**src/rtl/ibex_pkg.sv**
```systemverilog
// Shared Ibex encodings used by the iterative multiply/divide unit.
package ibex_pkg;

    typedef enum logic [1:0] {
        MD_OP_MULL = 2'd0,
        MD_OP_MULH = 2'd1,
        MD_OP_DIV  = 2'd2,
        MD_OP_REM  = 2'd3
    } md_op_e;

endpackage

```
**src/rtl/ibex_multdiv_iter_if.sv**
```systemverilog
// Request/response handshake bundle between the ID/EX stage (master) and the multdiv unit (slave).
interface ibex_multdiv_iter_if #(
    parameter int WIDTH = 32,
    parameter int TAG_W = 5
);
    import ibex_pkg::*;

    logic             req_valid_i;
    logic             req_ready_o;
    md_op_e           req_op_i;
    logic [1:0]       req_signed_i;
    logic [WIDTH-1:0] req_a_i;
    logic [WIDTH-1:0] req_b_i;
    logic [TAG_W-1:0] req_tag_i;
    logic             data_ind_timing_i;
    logic             kill_i;
    logic             resp_valid_o;
    logic             resp_ready_i;
    logic [WIDTH-1:0] resp_result_o;
    logic [TAG_W-1:0] resp_tag_o;
    logic             resp_div_zero_o;
    logic             busy_o;

    modport master (
        output req_valid_i, req_op_i, req_signed_i, req_a_i, req_b_i, req_tag_i,
               data_ind_timing_i, kill_i, resp_ready_i,
        input  req_ready_o, resp_valid_o, resp_result_o, resp_tag_o, resp_div_zero_o, busy_o
    );

    modport slave (
        input  req_valid_i, req_op_i, req_signed_i, req_a_i, req_b_i, req_tag_i,
               data_ind_timing_i, kill_i, resp_ready_i,
        output req_ready_o, resp_valid_o, resp_result_o, resp_tag_o, resp_div_zero_o, busy_o
    );

endinterface

```
**src/rtl/ibex_cond_negate.sv**
```systemverilog
// Conditional two's-complement negation: out = neg ? -in : in.
module ibex_cond_negate #(
    parameter int WIDTH = 32
) (
    input  logic             neg_i,
    input  logic [WIDTH-1:0] in_i,
    output logic [WIDTH-1:0] out_o
);

    assign out_o = neg_i ? (~in_i + {{(WIDTH-1){1'b0}}, 1'b1}) : in_i;

endmodule

```
**src/rtl/ibex_multdiv_iter.sv**
```systemverilog
// Iterative multiply (MUL_BITS per cycle, early exit) and restoring divide on operand magnitudes,
// with sign fix-up in a dedicated FIX cycle, kill and response backpressure.
module ibex_multdiv_iter
    import ibex_pkg::*;
#(
    parameter int WIDTH    = 32,
    parameter int MUL_BITS = 2,
    parameter int TAG_W    = 5
) (
    input logic          clk_i,
    input logic          rst_i,
    ibex_multdiv_iter_if.slave md
);

    typedef enum logic [1:0] {S_IDLE, S_CALC, S_FIX, S_DONE} state_e;

    localparam int CNT_W = $clog2(WIDTH + 1);
    localparam int POS_W = $clog2(2 * WIDTH);
    localparam int PP_W  = WIDTH + MUL_BITS;

    state_e             state_q, state_d;
    md_op_e             op_q, op_d;
    logic [TAG_W-1:0]   tag_q, tag_d;
    logic               dit_q, dit_d;
    logic               sign_a_q, sign_a_d, sign_b_q, sign_b_d;
    logic [WIDTH-1:0]   a_q, a_d, b_q, b_d;
    logic [2*WIDTH-1:0] acc_q, acc_d;
    logic [CNT_W-1:0]   count_q, count_d;
    logic [POS_W-1:0]   pos_q, pos_d;
    logic [WIDTH-1:0]   result_q, result_d;
    logic               div_zero_q, div_zero_d;

    logic [WIDTH-1:0]   abs_a, abs_b;
    logic               in_sign_a, in_sign_b, in_div_zero;
    logic [PP_W-1:0]    pp;
    logic [2*WIDTH-1:0] pp_sh;
    logic [WIDTH:0]     rem_shift;
    logic [WIDTH-1:0]   diff_lo;
    logic               borrow;
    logic [2*WIDTH-1:0] fix_in, fix_out;
    logic               fix_neg;

    assign in_sign_a   = md.req_signed_i[0] & md.req_a_i[WIDTH-1];
    assign in_sign_b   = md.req_signed_i[1] & md.req_b_i[WIDTH-1];
    assign in_div_zero = md.req_op_i[1] & (md.req_b_i == '0);

    ibex_cond_negate #(.WIDTH(WIDTH)) u_abs_a (.neg_i(in_sign_a), .in_i(md.req_a_i), .out_o(abs_a));
    ibex_cond_negate #(.WIDTH(WIDTH)) u_abs_b (.neg_i(in_sign_b), .in_i(md.req_b_i), .out_o(abs_b));
    ibex_cond_negate #(.WIDTH(2*WIDTH)) u_fix (.neg_i(fix_neg), .in_i(fix_in), .out_o(fix_out));

    always_comb begin
        pp = '0;
        for (int i = 0; i < MUL_BITS; i++) begin
            if (b_q[i]) pp = pp + (PP_W'(a_q) << i);
        end
        pp_sh = (2*WIDTH)'(pp) << pos_q;
    end

    // Remainder lives in acc[2W-1:W], quotient shifts in at acc[0]; dividend bits come from a_q's MSB.
    // A set rem_shift[WIDTH] means the shifted remainder already exceeds any divisor.
    assign rem_shift = {acc_q[2*WIDTH-1:WIDTH], a_q[WIDTH-1]};
    assign diff_lo   = rem_shift[WIDTH-1:0] - b_q;
    assign borrow    = ~rem_shift[WIDTH] & (rem_shift[WIDTH-1:0] < b_q);

    always_comb begin
        fix_in  = acc_q;
        fix_neg = sign_a_q ^ sign_b_q;
        case (op_q)
            MD_OP_DIV: begin
                fix_in  = {{WIDTH{1'b0}}, acc_q[WIDTH-1:0]};
                fix_neg = (sign_a_q ^ sign_b_q) & ~div_zero_q;
            end
            MD_OP_REM: begin
                fix_in  = {{WIDTH{1'b0}}, acc_q[2*WIDTH-1:WIDTH]};
                fix_neg = sign_a_q;
            end
            default: ;
        endcase
    end

    always_comb begin
        state_d    = state_q;
        op_d       = op_q;
        tag_d      = tag_q;
        dit_d      = dit_q;
        sign_a_d   = sign_a_q;
        sign_b_d   = sign_b_q;
        a_d        = a_q;
        b_d        = b_q;
        acc_d      = acc_q;
        count_d    = count_q;
        pos_d      = pos_q;
        result_d   = result_q;
        div_zero_d = div_zero_q;
        case (state_q)
            S_IDLE: begin
                if (md.req_valid_i & ~md.kill_i) begin
                    op_d       = md.req_op_i;
                    tag_d      = md.req_tag_i;
                    dit_d      = md.data_ind_timing_i;
                    sign_a_d   = in_sign_a;
                    sign_b_d   = in_sign_b;
                    a_d        = abs_a;
                    b_d        = abs_b;
                    acc_d      = '0;
                    pos_d      = '0;
                    count_d    = md.req_op_i[1] ? CNT_W'(WIDTH) : CNT_W'(WIDTH / MUL_BITS);
                    div_zero_d = in_div_zero;
                    if (in_div_zero & ~md.data_ind_timing_i) begin
                        result_d = (md.req_op_i == MD_OP_DIV) ? '1 : md.req_a_i;
                        state_d  = S_DONE;
                    end else begin
                        state_d  = S_CALC;
                    end
                end
            end
            S_CALC: begin
                count_d = count_q - 1'b1;
                if (!op_q[1]) begin
                    acc_d = acc_q + pp_sh;
                    b_d   = b_q >> MUL_BITS;
                    pos_d = pos_q + POS_W'(MUL_BITS);
                    if ((count_d == '0) || ((b_d == '0) && !dit_q)) state_d = S_FIX;
                end else begin
                    acc_d = {(borrow ? rem_shift[WIDTH-1:0] : diff_lo), acc_q[WIDTH-2:0], ~borrow};
                    a_d   = {a_q[WIDTH-2:0], 1'b0};
                    if (count_d == '0) state_d = S_FIX;
                end
            end
            S_FIX: begin
                result_d = (op_q == MD_OP_MULH) ? fix_out[2*WIDTH-1:WIDTH] : fix_out[WIDTH-1:0];
                state_d  = S_DONE;
            end
            S_DONE: begin
                if (md.resp_ready_i) state_d = S_IDLE;
            end
            default: state_d = S_IDLE;
        endcase
        if (md.kill_i) state_d = S_IDLE;
    end

    always_ff @(posedge clk_i or posedge rst_i) begin
        if (rst_i) begin
            state_q    <= S_IDLE;
            op_q       <= MD_OP_MULL;
            tag_q      <= '0;
            dit_q      <= 1'b0;
            sign_a_q   <= 1'b0;
            sign_b_q   <= 1'b0;
            a_q        <= '0;
            b_q        <= '0;
            acc_q      <= '0;
            count_q    <= '0;
            pos_q      <= '0;
            result_q   <= '0;
            div_zero_q <= 1'b0;
        end else begin
            state_q    <= state_d;
            op_q       <= op_d;
            tag_q      <= tag_d;
            dit_q      <= dit_d;
            sign_a_q   <= sign_a_d;
            sign_b_q   <= sign_b_d;
            a_q        <= a_d;
            b_q        <= b_d;
            acc_q      <= acc_d;
            count_q    <= count_d;
            pos_q      <= pos_d;
            result_q   <= result_d;
            div_zero_q <= div_zero_d;
        end
    end

    assign md.req_ready_o     = (state_q == S_IDLE) & ~md.kill_i;
    assign md.resp_valid_o    = (state_q == S_DONE) & ~md.kill_i;
    assign md.resp_result_o   = result_q;
    assign md.resp_tag_o      = tag_q;
    assign md.resp_div_zero_o = div_zero_q;
    assign md.busy_o          = (state_q != S_IDLE);

endmodule
```
**src/flat_wrapper.sv**
```systemverilog
// flat-port wrapper written by rule: the top's interface ports become plain ports
module ibex_multdiv_iter_flat import ibex_pkg::*;
#(
    parameter int WIDTH    = 32,
    parameter int MUL_BITS = 2,
    parameter int TAG_W    = 5
)
  (clk_i, rst_i, md_req_valid_i, md_req_op_i, md_req_signed_i, md_req_a_i, md_req_b_i, md_req_tag_i, md_data_ind_timing_i, md_kill_i, md_resp_ready_i, md_req_ready_o, md_resp_valid_o, md_resp_result_o, md_resp_tag_o, md_resp_div_zero_o, md_busy_o);
  ibex_multdiv_iter_if #(.WIDTH(WIDTH), .TAG_W(TAG_W)) md_i ();
  input logic clk_i;
  input logic rst_i;
  input wire logic [$bits(md_i.req_valid_i)-1:0] md_req_valid_i;
  input wire logic [$bits(md_i.req_op_i)-1:0] md_req_op_i;
  input wire logic [$bits(md_i.req_signed_i)-1:0] md_req_signed_i;
  input wire logic [$bits(md_i.req_a_i)-1:0] md_req_a_i;
  input wire logic [$bits(md_i.req_b_i)-1:0] md_req_b_i;
  input wire logic [$bits(md_i.req_tag_i)-1:0] md_req_tag_i;
  input wire logic [$bits(md_i.data_ind_timing_i)-1:0] md_data_ind_timing_i;
  input wire logic [$bits(md_i.kill_i)-1:0] md_kill_i;
  input wire logic [$bits(md_i.resp_ready_i)-1:0] md_resp_ready_i;
  output wire logic [$bits(md_i.req_ready_o)-1:0] md_req_ready_o;
  output wire logic [$bits(md_i.resp_valid_o)-1:0] md_resp_valid_o;
  output wire logic [$bits(md_i.resp_result_o)-1:0] md_resp_result_o;
  output wire logic [$bits(md_i.resp_tag_o)-1:0] md_resp_tag_o;
  output wire logic [$bits(md_i.resp_div_zero_o)-1:0] md_resp_div_zero_o;
  output wire logic [$bits(md_i.busy_o)-1:0] md_busy_o;
  assign md_i.req_valid_i = md_req_valid_i;
  assign md_i.req_op_i = md_req_op_i;
  assign md_i.req_signed_i = md_req_signed_i;
  assign md_i.req_a_i = md_req_a_i;
  assign md_i.req_b_i = md_req_b_i;
  assign md_i.req_tag_i = md_req_tag_i;
  assign md_i.data_ind_timing_i = md_data_ind_timing_i;
  assign md_i.kill_i = md_kill_i;
  assign md_i.resp_ready_i = md_resp_ready_i;
  assign md_req_ready_o = md_i.req_ready_o;
  assign md_resp_valid_o = md_i.resp_valid_o;
  assign md_resp_result_o = md_i.resp_result_o;
  assign md_resp_tag_o = md_i.resp_tag_o;
  assign md_resp_div_zero_o = md_i.resp_div_zero_o;
  assign md_busy_o = md_i.busy_o;
  ibex_multdiv_iter #(.WIDTH(WIDTH), .MUL_BITS(MUL_BITS), .TAG_W(TAG_W)) u_core (.clk_i(clk_i), .rst_i(rst_i), .md(md_i));
endmodule
```
**config.mk**
```make
export PLATFORM = sky130hd
export DESIGN_NAME = ibex_multdiv_iter_flat
export DESIGN_NICKNAME = d
export VERILOG_FILES = /design/src/rtl/ibex_pkg.sv /design/src/rtl/ibex_multdiv_iter_if.sv /design/src/rtl/ibex_cond_negate.sv /design/src/rtl/ibex_multdiv_iter.sv /design/src/flat_wrapper.sv
export SDC_FILE = /design/constraint.sdc
export NUM_CORES = 1
export LEC_CHECK = 0
export CELL_PAD_IN_SITES_DETAIL_PLACEMENT = 1
export CELL_PAD_IN_SITES_GLOBAL_PLACEMENT = 1
export CORE_ASPECT_RATIO = 0.8
export CORE_MARGIN = 5
export CORE_UTILIZATION = 45
export CTS_CLUSTER_DIAMETER = 30
export CTS_CLUSTER_SIZE = 24
export DETAILED_ROUTE_END_ITERATION = 12
export PLACE_DENSITY_LB_ADDON = 0.08
export SETUP_SLACK_MARGIN = 0.02
export SYNTH_ARGS = -nofsm -noshare
export SYNTH_HDL_FRONTEND = slang
export SYNTH_SLANG_ARGS = --single-unit
```
**constraint.sdc**
```tcl
create_clock -name clk_i -period 9 [get_ports clk_i]
set_input_delay 1.8 -clock clk_i [delete_from_list [all_inputs] [get_ports clk_i]]
set_output_delay 1.8 -clock clk_i [all_outputs]
set_load 0.02 [all_outputs]
```
**After elaboration in Yosys (flattened, before gate mapping)**

Index checks and enable logic that the tools add are counted.

- Output and inout bits: 41
- Input port bits: 79
- Bits in registers: 185
- Word-level logic and storage cells: 108

- Bitwise gates (word level): 18
- Reduce and logical (&&, ||, !) cells: 16
- Magnitude comparators: 1
- Shift-type cells: 1
- Multiplexer cells: 36
- $add $sub $neg: 8
- Equality and inequality tests: 15

Operators with widths:

| cell | number |
|---|---|
| $mux 32 | 12 |
| $pmux 64 s2 | 2 |
| $mux 64 | 3 |
| $pmux 32 s2 | 3 |
| $add 32x1->32 const B | 2 |
| $add 64x1->64 const B | 1 |
| $add 64x64->64 | 1 |
| $logic_not 32->1 | 2 |
| $not 32->32 | 2 |
| $not 64->64 | 1 |
| $shl 34x6->64 | 1 |
| $add 34x33->34 | 1 |
| $mux 34 | 1 |
| $lt 32x32->1 | 1 |
| $sub 32x32->32 | 1 |
| $mux 6 | 4 |
| $pmux 6 s2 | 2 |
| $mux 2 | 7 |
| $eq 2x2->1 const B | 5 |
| $and 1x1->1 | 9 |
| $reduce_and 3->1 | 3 |
| $pmux 2 s4 | 1 |
| $add 6x2->6 const B | 1 |
| $logic_not 6->1 | 1 |
| other kinds (18) | 28 |

**Logic depth before layout (Yosys ltp)**

Gate-level depths: netlist of the first run.

- Depth after elaboration: 7
- Depth in mapped cells: 38
- Gate-level depth less buffers: 28

**Cells and area by module**

From an unflattened synthesis of the first run, not the netlist that was laid out.

- Cell total of the unflattened synthesis: 3,276
- Area, all modules: 24,173.2 um^2

Modules (own cells, without submodules):

| module | times used | seq. area each (um^2) | cells each | area an instance (um^2) |
|---|---|---|---|---|
| ibex_multdiv_iter | 1 | 4,604.4 | 2,872 | 20,970.1 |
| ibex_cond_negate (u_core.u_fix) | 1 | 0.0 | 206 | 1,649.1 |
| ibex_cond_negate (u_core.u_abs_a ...) | 2 | 0.0 | 99 | 777.0 |

**Worst setup path after synthesis of the first run**

OpenSTA, ideal clock, no wires.

- Kind: reg2reg
- Start: reg u_core.b_q[0]
- End: reg u_core.acc_q[59]
- Required time: 8.874 ns
- Arrival time: 7.753 ns
- Buffers on the path: 10
- Cell stages (with the launch flop): 36
- Period minus slack after synthesis: 7.879 ns
- Library setup time: 0.126 ns
- Path slack: 1.121 ns
- Cell sequence: dfrtp_1 buf_6 buf_6 buf_4 buf_2 buf_2 buf_2 buf_2 clkbuf_1 clkbuf_1 and2_1 fa_1 clkbuf_1 and4b_1 a32o_1 o21ai_1 a211oi_4 mux2_2 nor4_1 mux4_2 mux2i_1 mux2_2 and2_1 ha_1 nand4_1 or2_2 o22ai_1 nor4_1 a2111oi_0 or3_1 a31oi_1 nor3_1 o41ai_1 xor2_1 nor2_1 a221o_1

- Word-level cells in the longest chain between the ends: 7
- Elaborated cells between the ends (all ways): 11
- Classes of those cells: add/sub: 3; order compare: 1; shift: 1; mux: 5; bitwise: 1

RTL lines:

| item | line | source |
|---|---|---|
| start: declaration | ibex_multdiv_iter.sv:26 | `logic [WIDTH-1:0] a_q, a_d, b_q, b_d;` |
| start signal: assignment | ibex_multdiv_iter.sv:151 | `b_q <= '0;` |
| start signal: assignment | ibex_multdiv_iter.sv:165 | `b_q <= b_d;` |
| $mux 32 | ibex_multdiv_iter.sv:54 | `if (b_q[i]) pp = pp + (PP_W'(a_q) << i);` |
| $add 34x33->34 | ibex_multdiv_iter.sv:54 |  |
| $mux 34 | ibex_multdiv_iter.sv:54 |  |
| $shl 34x6->64 | ibex_multdiv_iter.sv:56 | `pp_sh = (2*WIDTH)'(pp) << pos_q;` |
| $add 64x64->64 | ibex_multdiv_iter.sv:120 | `acc_d = acc_q + pp_sh;` |
| $mux 64 * | ibex_multdiv_iter.sv:119 | `if (!op_q[1]) begin` |
| $pmux 64 s2 * | ibex_multdiv_iter.sv:95 | `case (state_q)` |
| end signal: assignment | ibex_multdiv_iter.sv:152 | `acc_q <= '0;` |
| end signal: assignment | ibex_multdiv_iter.sv:166 | `acc_q <= acc_d;` |
| end: declaration | ibex_multdiv_iter.sv:27 | `logic [2*WIDTH-1:0] acc_q, acc_d;` |

Every way passes the cells marked *; elsewhere a longest branch is shown, timed or not.
A chain may end at the register's enable or synchronous reset.

**Final worst setup path of the first run**

- Start: reg u_core.a_q[1]
- End: reg u_core.acc_q[63]

- Word-level cells in the longest chain between the ends: 7

RTL lines:

| item | line | source |
|---|---|---|
| start: declaration | ibex_multdiv_iter.sv:26 |  |
| start signal: assignment | ibex_multdiv_iter.sv:150 | `a_q <= '0;` |
| start signal: assignment | ibex_multdiv_iter.sv:164 | `a_q <= a_d;` |
| $mux 32 | ibex_multdiv_iter.sv:54 |  |
| $add 34x33->34 | ibex_multdiv_iter.sv:54 |  |
| $mux 34 * | ibex_multdiv_iter.sv:54 |  |
| $shl 34x6->64 * | ibex_multdiv_iter.sv:56 |  |
| $add 64x64->64 * | ibex_multdiv_iter.sv:120 |  |
| $mux 64 * | ibex_multdiv_iter.sv:119 |  |
| $pmux 64 s2 * | ibex_multdiv_iter.sv:95 |  |

Marked as above.

==> results of run 1 <==
==> cell type report <==
class	instances	share of cell area
inverters	106	0.01613
clock buffers	17	0.01692
multi-input cells	2701	0.6781
repair buffers	171	0.06342
clock inverters	15	0.007965
flip-flops and latches	184	0.1834
well taps	684	0.03405
==> registers in the layout, indices dropped and copies added, names as in the netlist <==
register / flops
u_core.count_q: 6
u_core.pos_q: 5
u_core.a_q: 32
u_core.sign_b_q: 1
u_core.sign_a_q: 1
u_core.dit_q: 1
u_core.md.resp_result_o: 32
u_core.b_q: 32
u_core.md.resp_tag_o: 5
u_core.state_q: 2
u_core.md.resp_div_zero_o: 1
u_core.acc_q: 64
u_core.op_q: 2
==> path summary, 6_finish.rpt <==
kind                       cells past startpoint                           to  slack, ps
hold reg to reg                                2  u_core.md.resp_result_o[21]        480
min in group asynchronous                      2      u_core.md.resp_tag_o[4]       1850
setup reg to reg                              26             u_core.acc_q[63]        530
setup / recovery                              26             u_core.acc_q[63]        530
max in group asynchronous                      3                u_core.b_q[0]       5530
hold / removal                                 2  u_core.md.resp_result_o[21]        480
==> metal layers <==
metal,vias up,track usage,part of all wire
met1,12741,0.4963,0.47
met3,118,0.09284,0.090
met2,881,0.5018,0.41
met5,-,0,0.000071
met4,2,0.08832,0.023
li1,11645,-,-
==> logic make-up (layout without fill, tap and decap cells) <==
family | after synthesis | in the layout | share of synthesized area
flops | 184 | 184 | 0.2008
simple gates | 1119 | 1119 | 0.2298
fa+ha+maj | 120 | 120 | 0.06634
mux | 90 | 90 | 0.04113
buf+inv | 342 | 309 | 0.05848
xor+xnor | 230 | 230 | 0.08843
compound gates | 1142 | 1142 | 0.3151
==> cell usage after synthesis (17+ instances only) <==
library cell  number
mux2i_1           65
clkbuf_1         183
o21ai_0          350
nor2_1           284
nand3_1           61
nor4_1            33
nand2_1          408
a21o_1            85
o21a_1            21
o211ai_1          35
a211oi_1          47
and2_1            34
nand2b_1          32
nand4_1           32
buf_1             25
and3_1            20
dfrtp_1          184
o22ai_1           53
or3_1             27
inv_1            101
xnor2_1          128
o31ai_1           27
o221ai_1          20
a22oi_1           24
a31oi_1           24
a21oi_1          264
nor2b_1           20
ha_1             116
o21bai_1          17
nor3_1            82
mux2_2            22
xor2_1           101
buf_2             21
==> report_power, final <==
part | leakage [nW] | switching [mW] | internal, mW
Combinational | 7.80 | 4.76 | 2.65
Clock | 0.295 | 0.450 | 0.379
Sequential | 2.37 | 0.690 | 1.14
==> through the flow <==
stage          area [sq um]  power, mW  instances  hold WS (ps)
2_1_floorplan         22940      6.728       3227         472.7
3_3_place_gp          24510      8.800       3846         460.4
3_5_place_dp          24510      9.042       3846         469.3
4_1_cts               25140      9.904       3878         488.7
5_1_grt               25140      10.77       3878         518.3
6_report              25140      10.06       3878         480.4
==> critical path, delay by kind of cell, from the launching register on <==
kind / cells / cell delay [ps]
AO/OA/AOI/OAI: 10 / 3120
XOR/XNOR: 2 / 340
adder cells (fa/ha/maj): 3 / 1100
flip-flops: 1 / 450
multiplexers: 4 / 1200
AND/OR/NAND/NOR: 7 / 2070
==> qor.csv, run 1 <==
metric,value,unit
CP Launch Point,u_core.a_q[1],
"commonest non-fill, non-tap cell in the layout",nand2_1,
Row Count,74,
Synth area leaders,"dfrtp_1 20%, o21ai_0 7.6%, nand2_1 6.7%, ha_1 6.3%, a21oi_1 5.8%",
CTS buffer count,17,
Syn Std Cell Area,22940,sq um
GRT Total Usage,0.3412,
"FFs w/ async S/R, synth",1.000,
area of the core,50740,sq um
Layout area overhead,9.591,%
synth unique cells,104,
die width,262.4,um
first-pass GRT wire length,151100,um
CTS max path bufs,2,
outcome,"complete, no violations",
clk root buf,clkbuf_16,
cells after synthesis,3227,
Buffers on Ports,119,
Routed WL,98630,um
Syn Area/Cell,7.107,sq um
# diodes,0,
synthesis-stage register bit count,184,
area share of the largest cell type after synthesis,0.2008,
setup violators final,0,
Post-Syn Nets,3425,
Lkg Pwr,10.47,nW
Pre-Repair DR Iteration Count,5,
number of flops mapped to enable cells by yosys,0,
average routed wire per standard cell,25.43,um
filler cell count,6512,
Final Core Density,0.4954,
"Seq/Total Area, Yosys",0.2008,
"area leader, netlist",dfrtp_1,
power per cell area,400.3,nW/um^2
Min-Delay Path Class,reg -> reg,
Resized cells post-CTS,0,
Hold Buf Count CTS,0,
initial antenna violation count,2,
fmax,0.1181,GHz
htree depth,4,
post-CTS setup buffers,0,
Initial Utilization,0.4520,
Via density,6.546,
CP required,9350,ps
crit path max fanout,8,
crit path capture type,register,
Worst Clk Skew,19.63,ps
count of antenna-violating nets left after detailed routing,0,
die area,55610,sq um
Die H,211.9,um
measured slew at the worst slew-check pin,1103,ps
"commonest non-fill, non-tap cells in the layout","408 x nand2_1, 349 x o21ai_0, 283 x nor2_1",
RR Startpoint,u_core.a_q[1],
Worst EP arrival,8820,ps
CP peak stage delay,800,ps
Main synth FF type,dfrtp_1,
vias in the first global route,24888,
CTS Sinks,184,
post-place setup slack,843.5,ps
"Clk pin slew, worst setup/hold paths",90,ps
Critical-path top delay cell,nor4_1,
vias,25387,
HP Start,u_core.md.resp_result_o[21],
largest net degree at the start of global routing,121,
startpoint types,register,
Peak VDD IR,0.2153,mV
setup TNS,0,ps
"Remaining Overflow, GRT",0,
Clock Latency Late Sink,510,ps
Final GP Congestion,0.9852,
final hold violation count,0,
max_cap viols,0,
IO Pins,120,
CTS tree,built,
Pins Over Slew Limit,0,
dpl hpwl,76470,um
# nets final,3379,
Iter 0 DRT Violations,2364,
Tmin final,8468,ps
Sequential Area,4611,sq um
DRC violations left,0,
layout cells sized above 1,0.04822,
RSZ-0062 raised after global routing,no,
Tcrit/Tclk final,0.9409,
synth warn,0,
area of the multi-input gates,17040,sq um
setup slack after layout,531.6,ps
slew margin rel.,0.2570,
critical path type,reg -> reg,
No activity file was read; power rests on OpenSTA's default activity.
==> run 2: changes to the inputs <==
- CORE_UTILIZATION: 45 -> 31
- CTS_BUF_LIST: unset -> sky130_fd_sc_hd__clkbuf_16
==> qor.csv, run 2 (synthesized netlist as in run 1, its figures left out) <==
metric,value,unit
IO Pins,120,
Initial Utilization,0.3121,
CTS max path bufs,2,
filler cell count,9045,
RSZ-0062 raised after global routing,no,
post-CTS setup buffers,0,
critical path type,reg -> reg,
Tmin final,8145,ps
crit path capture type,register,
clk root buf,clkbuf_16,
Worst Clk Skew,26.60,ps
setup violators final,0,
dpl hpwl,84380,um
GRT Total Usage,0.2612,
DRC violations left,0,
CTS buffer count,17,
busiest grt layer,met1,
final hold violation count,0,
outcome,"complete, no violations",
initial antenna violation count,7,
Routed WL,107300,um
largest net degree at the start of global routing,92,
power per cell area,402.3,nW/um^2
Pre-Repair DR Iteration Count,5,
fmax,0.1228,GHz
layout cells sized above 1,0.05301,
max FFs per register,64,
max_cap viols,0,
grt met2 use,0.3690,
slew margin rel.,0.1744,
CTS tree,built,
setup TNS,0,ps
area of the multi-input gates,17050,sq um
htree depth,4,
# nets final,3392,
"Clk pin slew, worst setup/hold paths",90,ps
Lkg Pwr,10.54,nW
Worst EP arrival,8520,ps
Sequential Area,4611,sq um
Post-Place Cells,4130,
count of antenna-violating nets left after detailed routing,0,
Peak VDD IR,0.1607,mV
die area,79560,sq um
vias,24805,
Via density,5.956,
CP required,9380,ps
"commonest non-fill, non-tap cell in the layout",nand2_1,
Layout area overhead,11.58,%
GR Layer Usage met1,0.4082,
area of the core,73500,sq um
Layout Cells excl Fill,4165,
Row Count,89,
GR Util met3,0.04910,
crit path max fanout,8,
"Remaining Overflow, GRT",0,
average routed wire per standard cell,25.76,um
Resized cells post-CTS,0,
vias in the first global route,24112,
Pins Over Slew Limit,0,
Hold Buf Count CTS,0,
Tcrit/Tclk final,0.9050,
Iter 0 DRT Violations,2183,
Final GP Congestion,0.9425,
first-pass GRT wire length,159300,um
startpoint types,register,
die width,314.1,um
Min-Delay Path Class,reg -> reg,
Buffers on Ports,119,
Die H,253.3,um
measured slew at the worst slew-check pin,1225,ps
"commonest non-fill, non-tap cells in the layout","407 x nand2_1, 349 x o21ai_0, 281 x nor2_1",
Clock Latency Late Sink,520,ps
Biggest register,u_core.acc_q,
CTS Sinks,184,
-- run 2: cell count changes in the layout (fill, tap and decap cells not counted) --
cell	delta
inv_12	+4
nor2_1	-2
nand2_2	+1
diode_2	+3
buf_4	+13
inv_6	+1
nand2_1	-1
nor2_2	+2
clkinv_8	-4
clkinv_4	-3
inv_8	+2
-- run 2: through the flow --
stage / setup slack (ps) / util / hold slack, ps / area [sq um] / total power, mW
detailed placement: 974.5 / 0.3395 / 473.6 / 24950 / 9.325
CTS: 913.4 / 0.3481 / 494.7 / 25580 / 10.24
floorplan: 1121 / - / 472.7 / 22940 / 6.728
global route: 326.0 / 0.3481 / 517.6 / 25580 / 11.10
global placement: 1113 / 0.3395 / 462.9 / 24950 / 9.206
finish: 854.7 / 0.3482 / 492.4 / 25590 / 10.30
-- run 2: final cells by class --
type                    instances  area share
multi-input cells            2701      0.6663
flip-flops and latches        184      0.1802
diodes                          3   0.0002933
inverters                     106     0.01584
repair buffers                184     0.06610
well taps                     955     0.04669
clock buffers                  17     0.01662
clock inverters                15    0.008018
-- run 2: final timing paths --
check / startpoint / end / slack [ps] / depth (start not counted)
worst max-delay path: u_core.a_q[1] / u_core.acc_q[62] / 850 / 26
worst min register to register: u_core.md.resp_result_o[25] / u_core.md.resp_result_o[25] / 490 / 2
max in group asynchronous: rst_i / u_core.b_q[0] / 5930 / 3
worst max register to register: u_core.a_q[1] / u_core.acc_q[62] / 850 / 26
min in group asynchronous: rst_i / u_core.state_q[0] / 1690 / 2
worst min-delay path: u_core.md.resp_result_o[25] / u_core.md.resp_result_o[25] / 490 / 2
-- run 2: critical path, stage by stage, from the launching register on --
cell       delay [ps]
dfrtp_1           450
and2_1            210
ha_1              210
fa_1              490
and4b_1           250
a32o_1            220
o21ai_1           450
a211oi_4          210
mux2_2            310
nor4_1            670
mux4_2            420
mux2i_1           140
mux2_2            330
and2_1            170
ha_1              380
a21oi_1           340
o211ai_1          150
a211oi_1          300
nand2b_1          120
o2111ai_1         330
nand3b_1          230
a21oi_1           380
o21ai_1           270
a21oi_1           500
o211ai_1          210
mux2i_1           180
o21ai_0            80
-- run 2: where the power goes --
part | switching (mW) | internal, mW
registers | 0.657 | 1.14
clock network | 0.471 | 0.388
logic | 4.95 | 2.69
-- run 2: layer usage --
layer  wire length (um)  share of wire  up-vias
met4               1896          0.018        4
met2              42960           0.40      554
li1                   -              -    11694
met3               7276          0.068       80
met1              55140           0.51    12473
met5                 27        0.00025        -
